## config.mk

```make
export PLATFORM = sky130hd
export DESIGN_NAME = mem_bus_arbiter
export DESIGN_NICKNAME = d
export VERILOG_FILES = /design/src/rtl/mem_bus_arbiter.sv
export SDC_FILE = /design/constraint.sdc
export NUM_CORES = 1
export LEC_CHECK = 0
export ABC_AREA = 1
export ABC_CLOCK_PERIOD_IN_PS = 2800
export BUFFER_PORTS_ARGS = -buffer_cell sky130_fd_sc_hd__buf_2
export CORE_MARGIN = 8
export CORE_UTILIZATION = 40
export CTS_BUF_LIST = sky130_fd_sc_hd__clkbuf_16
export DETAILED_ROUTE_END_ITERATION = 10
export GPL_TIMING_DRIVEN = 0
export PLACE_DENSITY = 0.74
export SYNTH_ARGS = -nofsm -noshare
export SYNTH_HDL_FRONTEND = slang
export SYNTH_SLANG_ARGS = --single-unit
```

## constraint.sdc

```tcl
create_clock -name clk -period 2.8 [get_ports clk]
set_clock_uncertainty 0.1 [all_clocks]
set_input_delay 0.14 -clock clk [delete_from_list [all_inputs] [get_ports clk]]
set_output_delay 0.14 -clock clk [all_outputs]
set_load 0.005 [all_outputs]
```

## src/rtl/mem_bus_arbiter.sv

```systemverilog
// mem_bus_arbiter: shares one 32-bit memory port between I-cache line
// fills and CPU data accesses, with round-robin arbitration.
module mem_bus_arbiter #(
  parameter int LINE_WORDS = 4
) (
  input  logic                    clk,
  input  logic                    reset,
  input  logic                    i_req,
  input  logic [31:0]             i_addr,
  output logic [32*LINE_WORDS-1:0] i_rdata,
  output logic                    i_rdy,
  input  logic                    d_req,
  input  logic                    d_we,
  input  logic                    d_size,
  input  logic [31:0]             d_addr,
  input  logic [31:0]             d_wdata,
  output logic [31:0]             d_rdata,
  output logic                    d_rdy,
  output logic                    mem_req,
  output logic                    mem_we,
  output logic [3:0]              mem_be,
  output logic [31:0]             mem_addr,
  output logic [31:0]             mem_wdata,
  input  logic [31:0]             mem_rdata,
  input  logic                    mem_ack,
  output logic                    busy
);
  localparam int BW  = $clog2(LINE_WORDS);
  localparam int OFF = BW + 2;

  localparam logic [1:0] IDLE   = 2'd0;
  localparam logic [1:0] I_FILL = 2'd1;
  localparam logic [1:0] D_ACC  = 2'd2;

  logic [1:0]              state;
  logic [BW-1:0]           beat;
  logic                    last_d;
  logic [32*LINE_WORDS-1:0] line_q;
  logic [32*LINE_WORDS-1:0] line_nxt;
  logic                    i_want;
  logic                    d_want;
  logic                    last_beat;
  logic [7:0]              lane;
  logic [31:0]             load_val;
  logic                    unused_addr;

  assign unused_addr = ^i_addr[OFF-1:0];

  // a requester still seeing its rdy pulse has already been served
  assign i_want    = i_req & ~i_rdy;
  assign d_want    = d_req & ~d_rdy;
  assign last_beat = beat == BW'(LINE_WORDS - 1);
  assign busy      = state != IDLE;
  assign mem_req   = busy;

  assign lane     = mem_rdata[{d_addr[1:0], 3'b000} +: 8];
  assign load_val = d_size ? mem_rdata : {{24{lane[7]}}, lane};

  always_comb begin
    line_nxt = line_q;
    line_nxt[{beat, 5'b00000} +: 32] = mem_rdata;
  end

  always_comb begin
    mem_we    = 1'b0;
    mem_be    = 4'h0;
    mem_addr  = 32'h0;
    mem_wdata = 32'h0;
    case (state)
      I_FILL: begin
        mem_be   = 4'hF;
        mem_addr = {i_addr[31:OFF], beat, 2'b00};
      end
      D_ACC: begin
        mem_we   = d_we;
        mem_addr = {d_addr[31:2], 2'b00};
        mem_be   = d_size ? 4'hF : 4'b0001 << d_addr[1:0];
        if (d_we)
          mem_wdata = d_size ? d_wdata : {4{d_wdata[7:0]}};
      end
      default: ;
    endcase
  end

  always_ff @(posedge clk) begin
    if (reset) begin
      state   <= IDLE;
      beat    <= '0;
      last_d  <= 1'b0;
      line_q  <= '0;
      i_rdata <= '0;
      d_rdata <= '0;
      i_rdy   <= 1'b0;
      d_rdy   <= 1'b0;
    end else begin
      i_rdy <= 1'b0;
      d_rdy <= 1'b0;
      case (state)
        IDLE: begin
          if (d_want && (!i_want || !last_d)) begin
            state  <= D_ACC;
            last_d <= 1'b1;
          end else if (i_want) begin
            state  <= I_FILL;
            last_d <= 1'b0;
          end
        end
        I_FILL: begin
          if (mem_ack) begin
            line_q <= line_nxt;
            beat   <= beat + 1'b1;
            if (last_beat) begin
              beat    <= '0;
              state   <= IDLE;
              i_rdata <= line_nxt;
              i_rdy   <= 1'b1;
            end
          end
        end
        D_ACC: begin
          if (mem_ack) begin
            state   <= IDLE;
            d_rdata <= d_we ? 32'h0 : load_val;
            d_rdy   <= 1'b1;
          end
        end
        default: state <= IDLE;
      endcase
    end
  end
endmodule

```

Word-level counts from Yosys, hierarchy flattened
Index checks and enable logic that the tools add are counted.

operators by class
  add/subtract/negate cells = 2
  $lt $le $gt $ge = 0
  multiply operators = 0
  bitwise gates (word level) = 7
  div/mod/pow operators = 0
  multiplexer cells = 21
  shift operators = 4
  reduce and logical (&&, ||, !) cells = 14
  eq/ne operators = 7

operators with widths
  operator                  number
  $mux 32                   5
  $bwmux 128                1
  $shift 32x9->128 const A  1
  $shiftx 32x9->128         1
  $pmux 32 s2               1
  $shiftx 32x6->8           1
  $mux 2                    6
  $neg 7->9                 1
  $pmux 4 s2                1
  $ne 2x2->1 const B        3
  $pmux 2 s3                1
  $reduce_and 2->1          3
  $mux 1                    5
  $not 1->1                 5
  $eq 2x2->1 const B        2
  $mux 4                    1
  $reduce_and 4->1          1
  $reduce_bool 2->1         2
  $shl 1x2->4 const A       1
  $ne 3x3->1 const B        1
  $reduce_and 3->1          1
  $reduce_or 3->1           1
  $add 2x1->2 const B       1
  $and 1x1->1               2
  other kinds (6)           7

word-level totals
  bits in latches = 0
  RAM bits = 0
  output and inout port bits = 233
  ROM bits = 0
  register bits = 295
  bits of input ports = 135
  memories = 0

Logic depth before layout (Yosys ltp)
Gate-level depths: netlist of the first run.

  depth after elaboration = 7
  depth in mapped cells = 11
  mapped depth without buffers = 9

Worst setup path before layout of the first run
No wires, ideal clock.

  path kind = register to register
  start = reg beat[0]
  end = reg line_q[24]
  period minus slack after synthesis = 2.150 ns
  data required time = 2.584 ns
  stages on the path, launching flop included = 11
  slack = 0.650 ns
  data arrival time = 1.935 ns
  buffers on the path = 3
  cells stage by stage = dfxtp_1 -> buf_2 -> clkinv_1 -> buf_2 -> ha_1 -> inv_1 -> nand3_1 -> clkbuf_1 -> o22ai_1 -> o21ai_0 -> inv_1

between the ends
  word-level cells in the longest chain between the ends = 3

ends and longest elaborated chain
  what                                                          RTL line  text
  from (decl)                                                   36        logic [BW-1:0] beat;
  from (signal assigned)                                        111       beat <= beat + 1'b1;
  $neg 7->9 (*)                                                 61        line_nxt[{beat, 5'b00000} +: 32] = mem_rdata;
  $shiftx 32x9->128 / $shift 32x9->128 (equally long branches)  61
  $bwmux 128 (*)                                                61
  to (signal assigned)                                          110       line_q <= line_nxt;
  to (decl)                                                     38        logic [32*LINE_WORDS-1:0] line_q;

Every way passes the cells marked *; elsewhere a longest branch is shown, timed or not.
A chain may end at the register's enable or synchronous reset.

Final worst setup path of the first run
  start = reg beat[0]
  end = reg line_q[99]

Same word-level chain as after synthesis.

==> qor.yml, run 1 <==
drtIter0Drc: 1675
finalCritPeriodShare: 0.959
start_kind: "flip-flop"
dieArea_um2: 41600
p_per_area_nw_per_um2: 571
max_freq_ghz: 0.372
fin_crit_ns: 2.69
internal_power_uw: 7250
crit_top_cell: "buf_2"
p_comb_frac: 0.166
die_x_um: 204
first_pass_iters: 6
ys_types: 27
start_util: 0.402
hold_viol: 0
path_class: "flip-flop to flip-flop"
arrival_ns: 3.03
cts.sinks: 295
wl_per_cell_um: 18.1
synth_area_per_cell_um2: 6.69
ctsHtreeMaxLevel: 2
holdCritPathClass: "input port to flip-flop"
final_cell_mix: "inv_1 (543), buf_2 (395), a21oi_1 (348)"
final_net_count: 2680
placedCellCount: 2932
status: "complete, no violations"
io_buffers: 359
ios: 368
power_uw: 10200
cts_tree: "done"
pwr-share-seq: 0.432
slew_headroom: 0.423
yosysSeqAreaShare: 0.418
synthTopCellsByArea: "dfxtp_1 (42%), inv_1 (14%), a21oi_1 (12%)"
vias: 15700
max-cap-violations: 0
grt_max_degree: 14
areaGrowthSynthToFinish_pct: 26.6
cp_max_fo: 12
grt_overflow: 0
synth_area_um2: 14100
vdd_drop_max_v: 0.000403
clkPwrFrac: 0.402
swShare: 0.290
end_kind: "flip-flop"
clkSlewWorstSetupHoldPaths_ns: 0.06
worst_slew_pin_slew_ns: 0.866
cp_cell_sequence: "buf_2 -> clkinvlp_4 -> buf_2 -> ha_1 -> buf_2 -> nor2_1 -> nand2_1 -> clkbuf_2 -> o22ai_1 -> o21ai_0 -> inv_1"
syn_inst: 2111
slew_violations: 0
cts_root_buffer: "clkbuf_16"
wl_um: 54800
leakage_uw: 0.00958
final_cells: 3022
p_sw_uw: 2970
post_route_cells_drive_above_1_share: 0.190
antenna_found_initial: 2
place_congestion: 1.00
die_h_um: 204
cts_buffers: 34
ant_nets: 0
fill_cells: 3443
synth_seq_cells: 295
multi_input_area_um2: 5490
clockBufferDepth: 3
dp_hpwl_um: 42200
first_global_vias: 14500
core-area_um2: 35100
grt_setup_unrepaired: "true"
seq_area_um2: 5910
synth_top_area_frac: 0.418
yosys.area.top_type: "dfxtp_1"
clk_latency_ns: 0.51
via_per_inst: 5.18
remaining_drc_errors: 0
crit_required_ns: 3.14
grt_pass1_wl_um: 80900
grtUsageTotal: 0.245
crit_slowest_cell: "dfxtp_1"
critPathMaxStageDelay_ns: 0.38
final_common_cell: "inv_1"
final-setup-viol-count: 0
yosys_warnings: 0
rows: 69
## metal layers
metal	vias to the layer above	share of wire	global-route usage
met5	-	0	0
met4	0	0.038	0.0930
met3	148	0.11	0.0663
met2	763	0.45	0.392
met1	7277	0.40	0.313
li1	7470	-	-
## through the flow
step,hold slack [ns],setup TNS [ns],setup WS [ns],area (um^2),utilization
floorplan,0.250,0,0.650,14100,-
global placement,0.351,0,0.0556,16500,0.470
detailed placement,0.358,0,0.0195,16500,0.470
CTS,0.00106,0,0.0112,17800,0.506
global route,0.0328,-0.218,-0.0532,17900,0.509
finish,0.00853,0,0.114,17900,0.509
## kinds of logic after synthesis
kind of cell,count (synthesis),synth area share
compound gates,740,0.274
buf+inv,696,0.198
simple gates,370,0.101
flops,295,0.418
fa+ha+maj,9,0.00797
other cells,1,0.000265
## cells in the mapped netlist (all sizes together)
master and number:
nor2 52, dfxtp 295, a21oi 348, or2 1, nand4 1, o22ai 128, nand3 17, clkbuf 88
o31ai 1, ha 9, nand3b 1, clkinv 2, o21ba 1, o21ai 260, conb 1, a211oi 2
buf 69, inv 537, nand2 298
## final cells by class
cell class                 count  area share
multi-input combinational   1121       0.307
buffer                       157      0.0437
sequential                   295       0.330
timing repair buffer         388       0.116
antenna                        3    0.000420
clock inverter                23     0.00749
clock buffer                  35      0.0490
inverter                     539       0.113
tap                          461      0.0323
## sequential cells by signal, indices dropped and copies added, names as in the netlist
name / count
i_rdata: 128
line_q: 128
last_d: 1
d_rdata: 32
beat: 2
i_rdy: 1
d_rdy: 1
state: 2
## power groups by stage
stage / Combinational, uW / Clock (uW) / Sequential (uW)
3_5_place_dp: 1590 / 0 / 4510
5_1_grt: 1840 / 4340 / 4430
6_report: 1690 / 4110 / 4420
3_3_place_gp: 1540 / 0 / 4500
4_1_cts: 1630 / 4160 / 4420
2_1_floorplan: 986 / 0 / 4490
## worst max-delay path, delay by kind of cell (launching register included)
family | cells | cell delay, ns
compound gates | 2 | 0.44
fa+ha+maj | 1 | 0.21
buf+inv | 6 | 1.19
flops | 1 | 0.38
simple gates | 2 | 0.30
## what timing repair did
action | CTS | global route
hold buffers | 27 | 0
setup endpoints to repair | 1 | 145
buffers inserted | 0 | 2
hold endpoints to repair | 26 | 0
gates resized for setup | 1 | 19
## path summary, 6_finish.rpt
kind	from	end	slack (ns)	cells after the start
max	beat[0]$_SDFFE_PP0N_	line_q[99]$_SDFFE_PP0N_	0.11	11
min	mem_rdata[20]	d_rdata[20]$_SDFFE_PP0P_	0.009	5
max reg2reg	beat[0]$_SDFFE_PP0N_	line_q[99]$_SDFFE_PP0N_	0.11	11
min reg2reg	d_rdata[13]$_SDFFE_PP0P_	d_rdata[13]$_SDFFE_PP0P_	0.37	2
Note: power is estimated with default switching activity, not from simulation.
==> inputs of run 2 (changes only) <==
ABC_AREA = default   (was 1)
CORE_MARGIN = 3   (was 8)
PLACE_DENSITY = 0.75   (was 0.74)
==> run 2 against run 1 <==
Compared with the run above:
- die area down 21%
- worst setup slack worse by 0.056 ns
- synthesized cell count down 32%
- combinational power down 41%
- non-clock buffer count down 37
- critical path depth down 5
- sequential power down 4%
- power down 10%
- maximum frequency down 2.1%
- sequential cell count unchanged
- largest cell class unchanged
==> qor.yml, run 2 <==
final_cell_mix: "buf_2 (347), dfxtp_1 (294), nor2_1 (263)"
arrival_ns: 3.12
synthArstFlopShare: 0
cts_root_buffer: "clkbuf_16"
fill_cells: 2874
cts_tree: "done"
core-area_um2: 30000
final_common_cell: "buf_2"
cts.sinks: 295
io_buffers: 327
final-setup-viol-count: 0
reg2reg_slack_ns: 0.06
synth_edf_count: 0
crit_family: "simple AND/OR/NAND/NOR gates"
first_global_vias: 12200
synth_area_per_cell_um2: 8.59
max-cap-violations: 0
rr_startpoint: "beat[0]$_SDFFE_PP0N_"
finalCritPeriodShare: 0.979
worst_slew_pin_slew_ns: 0.983
synthTopCellsByArea: "dfxtp_1 (48%), a221oi_1 (11%), a22oi_1 (9.7%)"
start_util: 0.411
drtIter0Drc: 1827
leakage_uw: 0.00648
grt_pass1_wl_um: 73200
p_per_area_nw_per_um2: 594
synthFlopType: "dfxtp_1"
clk_latency_ns: 0.56
ys_types: 39
placed_area_um2: 14500
clkSlewWorstSetupHoldPaths_ns: 0.06
start_kind: "flip-flop"
cp_cell_sequence: "inv_1 -> ha_2 -> nor4_2 -> buf_2 -> a221oi_1 -> nor3_1"
rows: 63
critPathMaxStageDelay_ns: 0.72
min_to: "state[0]$_SDFFE_PP0P_"
syn_inst: 1439
synthTopCellsByCount: "dfxtp_1 (295), nor2_1 (263), a22oi_1 (159)"
cp_num_buf_inv: 2
place_congestion: 0.927
ctsHtreeMaxLevel: 1
synth_seq_cells: 295
r2r_cells: 6
antenna_found_initial: 1
crit_required_ns: 3.17
yosysMostFrequentCell: "dfxtp_1"
remaining_drc_errors: 0
max_freq_ghz: 0.365
via_per_inst: 5.97
fin_crit_ns: 2.74
holdCritPathClass: "input port to flip-flop"
post_route_cells_drive_above_1_share: 0.229
largestRegisters: "i_rdata: 128 flops, line_q: 128 flops, d_rdata: 32 flops"
final_area_um2: 15500
yosys_warnings: 0
regToRegEndpoint: "i_rdata[107]$_SDFFE_PP0P_"
final_net_count: 1943
holdPathStages: 5
grt_setup_unrepaired: "true"
dp_hpwl_um: 36100
dieArea_um2: 33000
wl_per_cell_um: 22.3
grtUsageTotal: 0.280
path_class: "flip-flop to flip-flop"
synth_top_area_frac: 0.478
clockBufferDepth: 3
grt_max_degree: 16
die_h_um: 182
wl_um: 49300
yosys.area.top_type: "dfxtp_1"
crit_slowest_cell: "nor4_2"
areaGrowthSynthToFinish_pct: 25.3
vdd_drop_max_v: 0.000542
ios: 368
slew_violations: 0
cp_max_fo: 10
die_x_um: 182
grt_overflow: 0
ant_nets: 0
end_kind: "flip-flop"
yosysSeqAreaShare: 0.478
first_pass_iters: 6
hold_ws_ns: 0.0194
post-route-util: 0.515
cts_buffers: 30
slew_headroom: 0.345
vias: 13200
hold_viol: 0
antenna_cells: 0
synth_area_um2: 12400
hold_start: "d_req"
status: "complete, no violations"
run 2: changes by cell type in the layout (fill, tap and decap cells not counted), sizes merged, moves of 26 or more:
cell / before / now
o21ai: 260 / 7
a221oi: 0 / 153
a22oi: 0 / 159
o22ai: 128 / 1
nor2b: 0 / 36
nand2: 298 / 36
a21oi: 348 / 61
clkbuf: 125 / 180
nor3: 0 / 154
dlygate4sd3: 27 / 1
buf: 428 / 356
inv: 545 / 17
nor2: 52 / 264
run 2: repair_timing:
action | in CTS | in global routing
endpoints found under the hold margin | 1 | 0
pin swaps | 0 | 0
gates cloned | 0 | 0
setup endpoints to repair | 79 | 128
gates resized for setup | 3 | 12
hold buffers | 1 | 0
buffers inserted | 0 | 0
run 2: worst max-delay path by stage:
| stage | startpoint | endpoint | cells after the start |
|---|---|---|---|
| 2_1_floorplan | beat[0]$_SDFFE_PP0N_ | line_q[78]$_SDFFE_PP0N_ | 7 |
| 3_3_place_gp | beat[0]$_SDFFE_PP0N_ | i_rdata[50]$_SDFFE_PP0P_ | 7 |
| 3_5_place_dp | beat[0]$_SDFFE_PP0N_ | i_rdata[51]$_SDFFE_PP0P_ | 7 |
| 4_1_cts | state[0]$_SDFFE_PP0P_ | mem_addr[2] | 7 |
| 5_1_grt | beat[0]$_SDFFE_PP0N_ | i_rdata[116]$_SDFFE_PP0P_ | 6 |
| 6_report | beat[0]$_SDFFE_PP0N_ | i_rdata[107]$_SDFFE_PP0P_ | 6 |
run 2: where the power goes:
| part | total (uW) | internal [uW] | switching (uW) |
|---|---|---|---|
| logic | 1000 | 326 | 677 |
| registers | 4260 | 4230 | 24.9 |
| clock network | 3930 | 2220 | 1710 |
| total | 9190 | 6780 | 2410 |
run 2: logic make-up after synthesis:
kind of cell,Yosys count,synth area share
fa+ha+maj,9,0.00911
simple gates,532,0.196
flops,295,0.478
compound gates,399,0.246
other cells,1,0.000303
buf+inv,193,0.0625
mux,10,0.00810
run 2: layout make-up:
cell class / instances / area (um^2) / area share
Timing Repair Buffer: 328 / 1650 / 0.106
Tap cell: 390 / 488 / 0.0315
Clock inverter: 24 / 204 / 0.0132
Clock buffer: 30 / 751 / 0.0485
Sequential cell: 295 / 5910 / 0.382
Multi-Input combinational cell: 952 / 5700 / 0.368
Inverter: 12 / 45.0 / 0.00291
Buffer: 180 / 736 / 0.0475
run 2: layer usage:
metal	GRT usage	vias up	routed length, um
li1	-	6002	-
met5	0	-	9
met4	0.0676	2	1150
met3	0.0471	84	5000
met2	0.451	816	22600
met1	0.393	6303	20500
run 2: through the flow:
stage / TNS, ns / std cells / setup slack [ns] / power [uW]
after global routing: -0.216 / 2211 / -0.0448 / 9430
after floorplan: 0 / 1440 / 0.586 / 4920
after CTS: 0 / 2212 / 0.0160 / 9190
after global placement: 0 / 2157 / 0.0164 / 5300
final: 0 / 2211 / 0.0582 / 9190
after detailed placement: -1.53 / 2157 / -0.105 / 5320
run 2: worst reg2reg max path: stages (launching register included):
cell and delay (ns):
dfxtp_2 0.39, inv_1 0.32, ha_2 0.40, nor4_2 0.72, buf_2 0.35, a221oi_1 0.15, nor3_1 0.24
==> inputs of run 3 (changes only) <==
CELL_PAD_IN_SITES_DETAIL_PLACEMENT = 0   (was default)
CELL_PAD_IN_SITES_GLOBAL_PLACEMENT = 1   (was default)
CORE_UTILIZATION = 38   (was 40)
PLACE_DENSITY = 0.91   (was 0.75)
==> run 3 against run 2 <==
Compared with the run above:
- register-to-register slack gained 0.08 ns
- sequential power is essentially flat
- global-route usage shrank 1.2 points
- power shrank 3.2%
- combinational power is essentially flat
- final cell count grew 2.3%
- cell area grew 0.13%
- clock power shrank 7.9%
- largest cell class unchanged
- sequential cell count is the same
- first-iteration DRC count shrank 9.0%
- critical endpoint is now i_rdata[23]$_SDFFE_PP0P_
- worst setup slack gained 0.079 ns
==> qor.yml, run 3 (synthesized netlist as in run 2, its figures left out) <==
cts.sinks: 295
largestRegisters: "i_rdata: 128 flops, line_q: 128 flops, d_rdata: 32 flops"
multi_input_area_um2: 5710
antenna_found_initial: 0
max-cap-violations: 0
drtIter0Drc: 1663
cts_buffers: 30
end_kind: "flip-flop"
p_per_area_nw_per_um2: 574
cts_root_buffer: "clkbuf_16"
clockBufferDepth: 3
areaGrowthSynthToFinish_pct: 25.4
fin_crit_ns: 2.66
arrival_ns: 3.03
setup_slack_ns: 0.137
rr_startpoint: "beat[1]$_SDFFE_PP0N_"
vias: 13300
core-area_um2: 31800
rows: 65
fill_cells: 3102
final_area_um2: 15500
ant_nets: 0
post_route_cells_drive_above_1_share: 0.227
cts_tree: "done"
remaining_drc_errors: 0
min_to: "last_d$_SDFFE_PP0P_"
die_h_um: 186
die_x_um: 186
final_cell_mix: "buf_2 (348), dfxtp_1 (294), nor2_1 (263)"
io_buffers: 327
ctsHtreeMaxLevel: 1
crit_required_ns: 3.17
start_util: 0.389
wl_um: 49800
dp_hpwl_um: 36800
start_kind: "flip-flop"
dieArea_um2: 34700
wl_per_cell_um: 22.0
final_cells: 2262
hold_viol: 0
hold_ws_ns: 0.0274
dp_slack_ns: -0.100
place_congestion: 0.953
final_common_cell: "buf_2"
placedCellCount: 2202
slew_violations: 0
finalCritPeriodShare: 0.951
antenna_cells: 0
vdd_drop_max_v: 0.000563
final_net_count: 1948
grt_setup_unrepaired: "false"
cp_max_fo: 10
first_global_vias: 12400
leakage_uw: 0.00650
hold_start: "d_req"
worst_slew_pin_slew_ns: 0.962
first_pass_iters: 6
path_class: "flip-flop to flip-flop"
r2r_cells: 6
slew_headroom: 0.357
placed_area_um2: 14500
holdCritPathClass: "input port to flip-flop"
status: "complete, no violations"
seq_area_um2: 5910
grt_pass1_wl_um: 74300
via_per_inst: 5.88
grt_max_degree: 15
grtUsageTotal: 0.268
clk_latency_ns: 0.55
clkSlewWorstSetupHoldPaths_ns: 0.06
holdPathStages: 5
grt_overflow: 0
regToRegEndpoint: "i_rdata[23]$_SDFFE_PP0P_"
final-setup-viol-count: 0
reg2reg_slack_ns: 0.14
max_freq_ghz: 0.375
ios: 368
[run 3: what timing repair did]
action                     CTS  global route
pin swaps                    0             0
setup buffers                0             6
gates resized for setup      5            10
hold endpoints to repair     1             0
setup endpoints to repair  100           158
hold buffers                 1             0
[run 3: stage by stage]
step           total power, uW  setup TNS, ns  utilization
4_1_cts                   8880              0        0.486
2_1_floorplan             4920              0            -
3_5_place_dp              5320          -1.27        0.457
6_report                  8890              0        0.487
3_3_place_gp              5300         -0.103        0.457
5_1_grt                   9160              0        0.487
[run 3: layout make-up]
class                      instances  area share
multi-input combinational        952       0.368
inverter                          12     0.00315
clock inverter                    24     0.00622
clock buffer                      31      0.0500
tap                              435      0.0351
buffer                           179      0.0469
timing repair buffer             334       0.109
sequential                       295       0.381
[run 3: report_power, final]
group | leakage, uW | total, uW | internal (uW) | switching [uW]
Sequential | 0.00238 | 4260 | 4230 | 24.6
Combinational | 0.00365 | 1010 | 334 | 681
Clock | 0.000473 | 3620 | 1980 | 1650
[run 3: how the worst max path moves through the flow]
stage	start	endpoint	slack [ns]	cells after the start
after floorplan	beat[0]$_SDFFE_PP0N_	line_q[78]$_SDFFE_PP0N_	0.59	7
after global placement	beat[0]$_SDFFE_PP0N_	i_rdata[47]$_SDFFE_PP0P_	-0.03	7
after detailed placement	beat[0]$_SDFFE_PP0N_	i_rdata[32]$_SDFFE_PP0P_	-0.10	7
after CTS	state[0]$_SDFFE_PP0P_	mem_wdata[19]	0.03	7
after global routing	state[1]$_SDFFE_PP0P_	mem_addr[5]	0.02	7
final	beat[1]$_SDFFE_PP0N_	i_rdata[23]$_SDFFE_PP0P_	0.14	6
[run 3: worst max-delay path, cell delays in order, from the launching register on]
cell	delay, ns
dfxtp_1	0.49
ha_1	0.32
and3_1	0.19
clkbuf_1	0.60
clkbuf_1	0.62
nor2_1	0.10
nor3_1	0.16
[run 3: routing by layer]
| layer | wire length (um) | vias to the layer above | part of all wire | GRT usage |
|---|---|---|---|---|
| li1 | - | 5992 | - | - |
| met1 | 20800 | 6456 | 0.42 | 0.371 |
| met2 | 22500 | 744 | 0.45 | 0.420 |
| met3 | 4990 | 109 | 0.10 | 0.0609 |
| met4 | 1530 | 0 | 0.031 | 0.0773 |
| met5 | 0 | - | 0 | 0 |
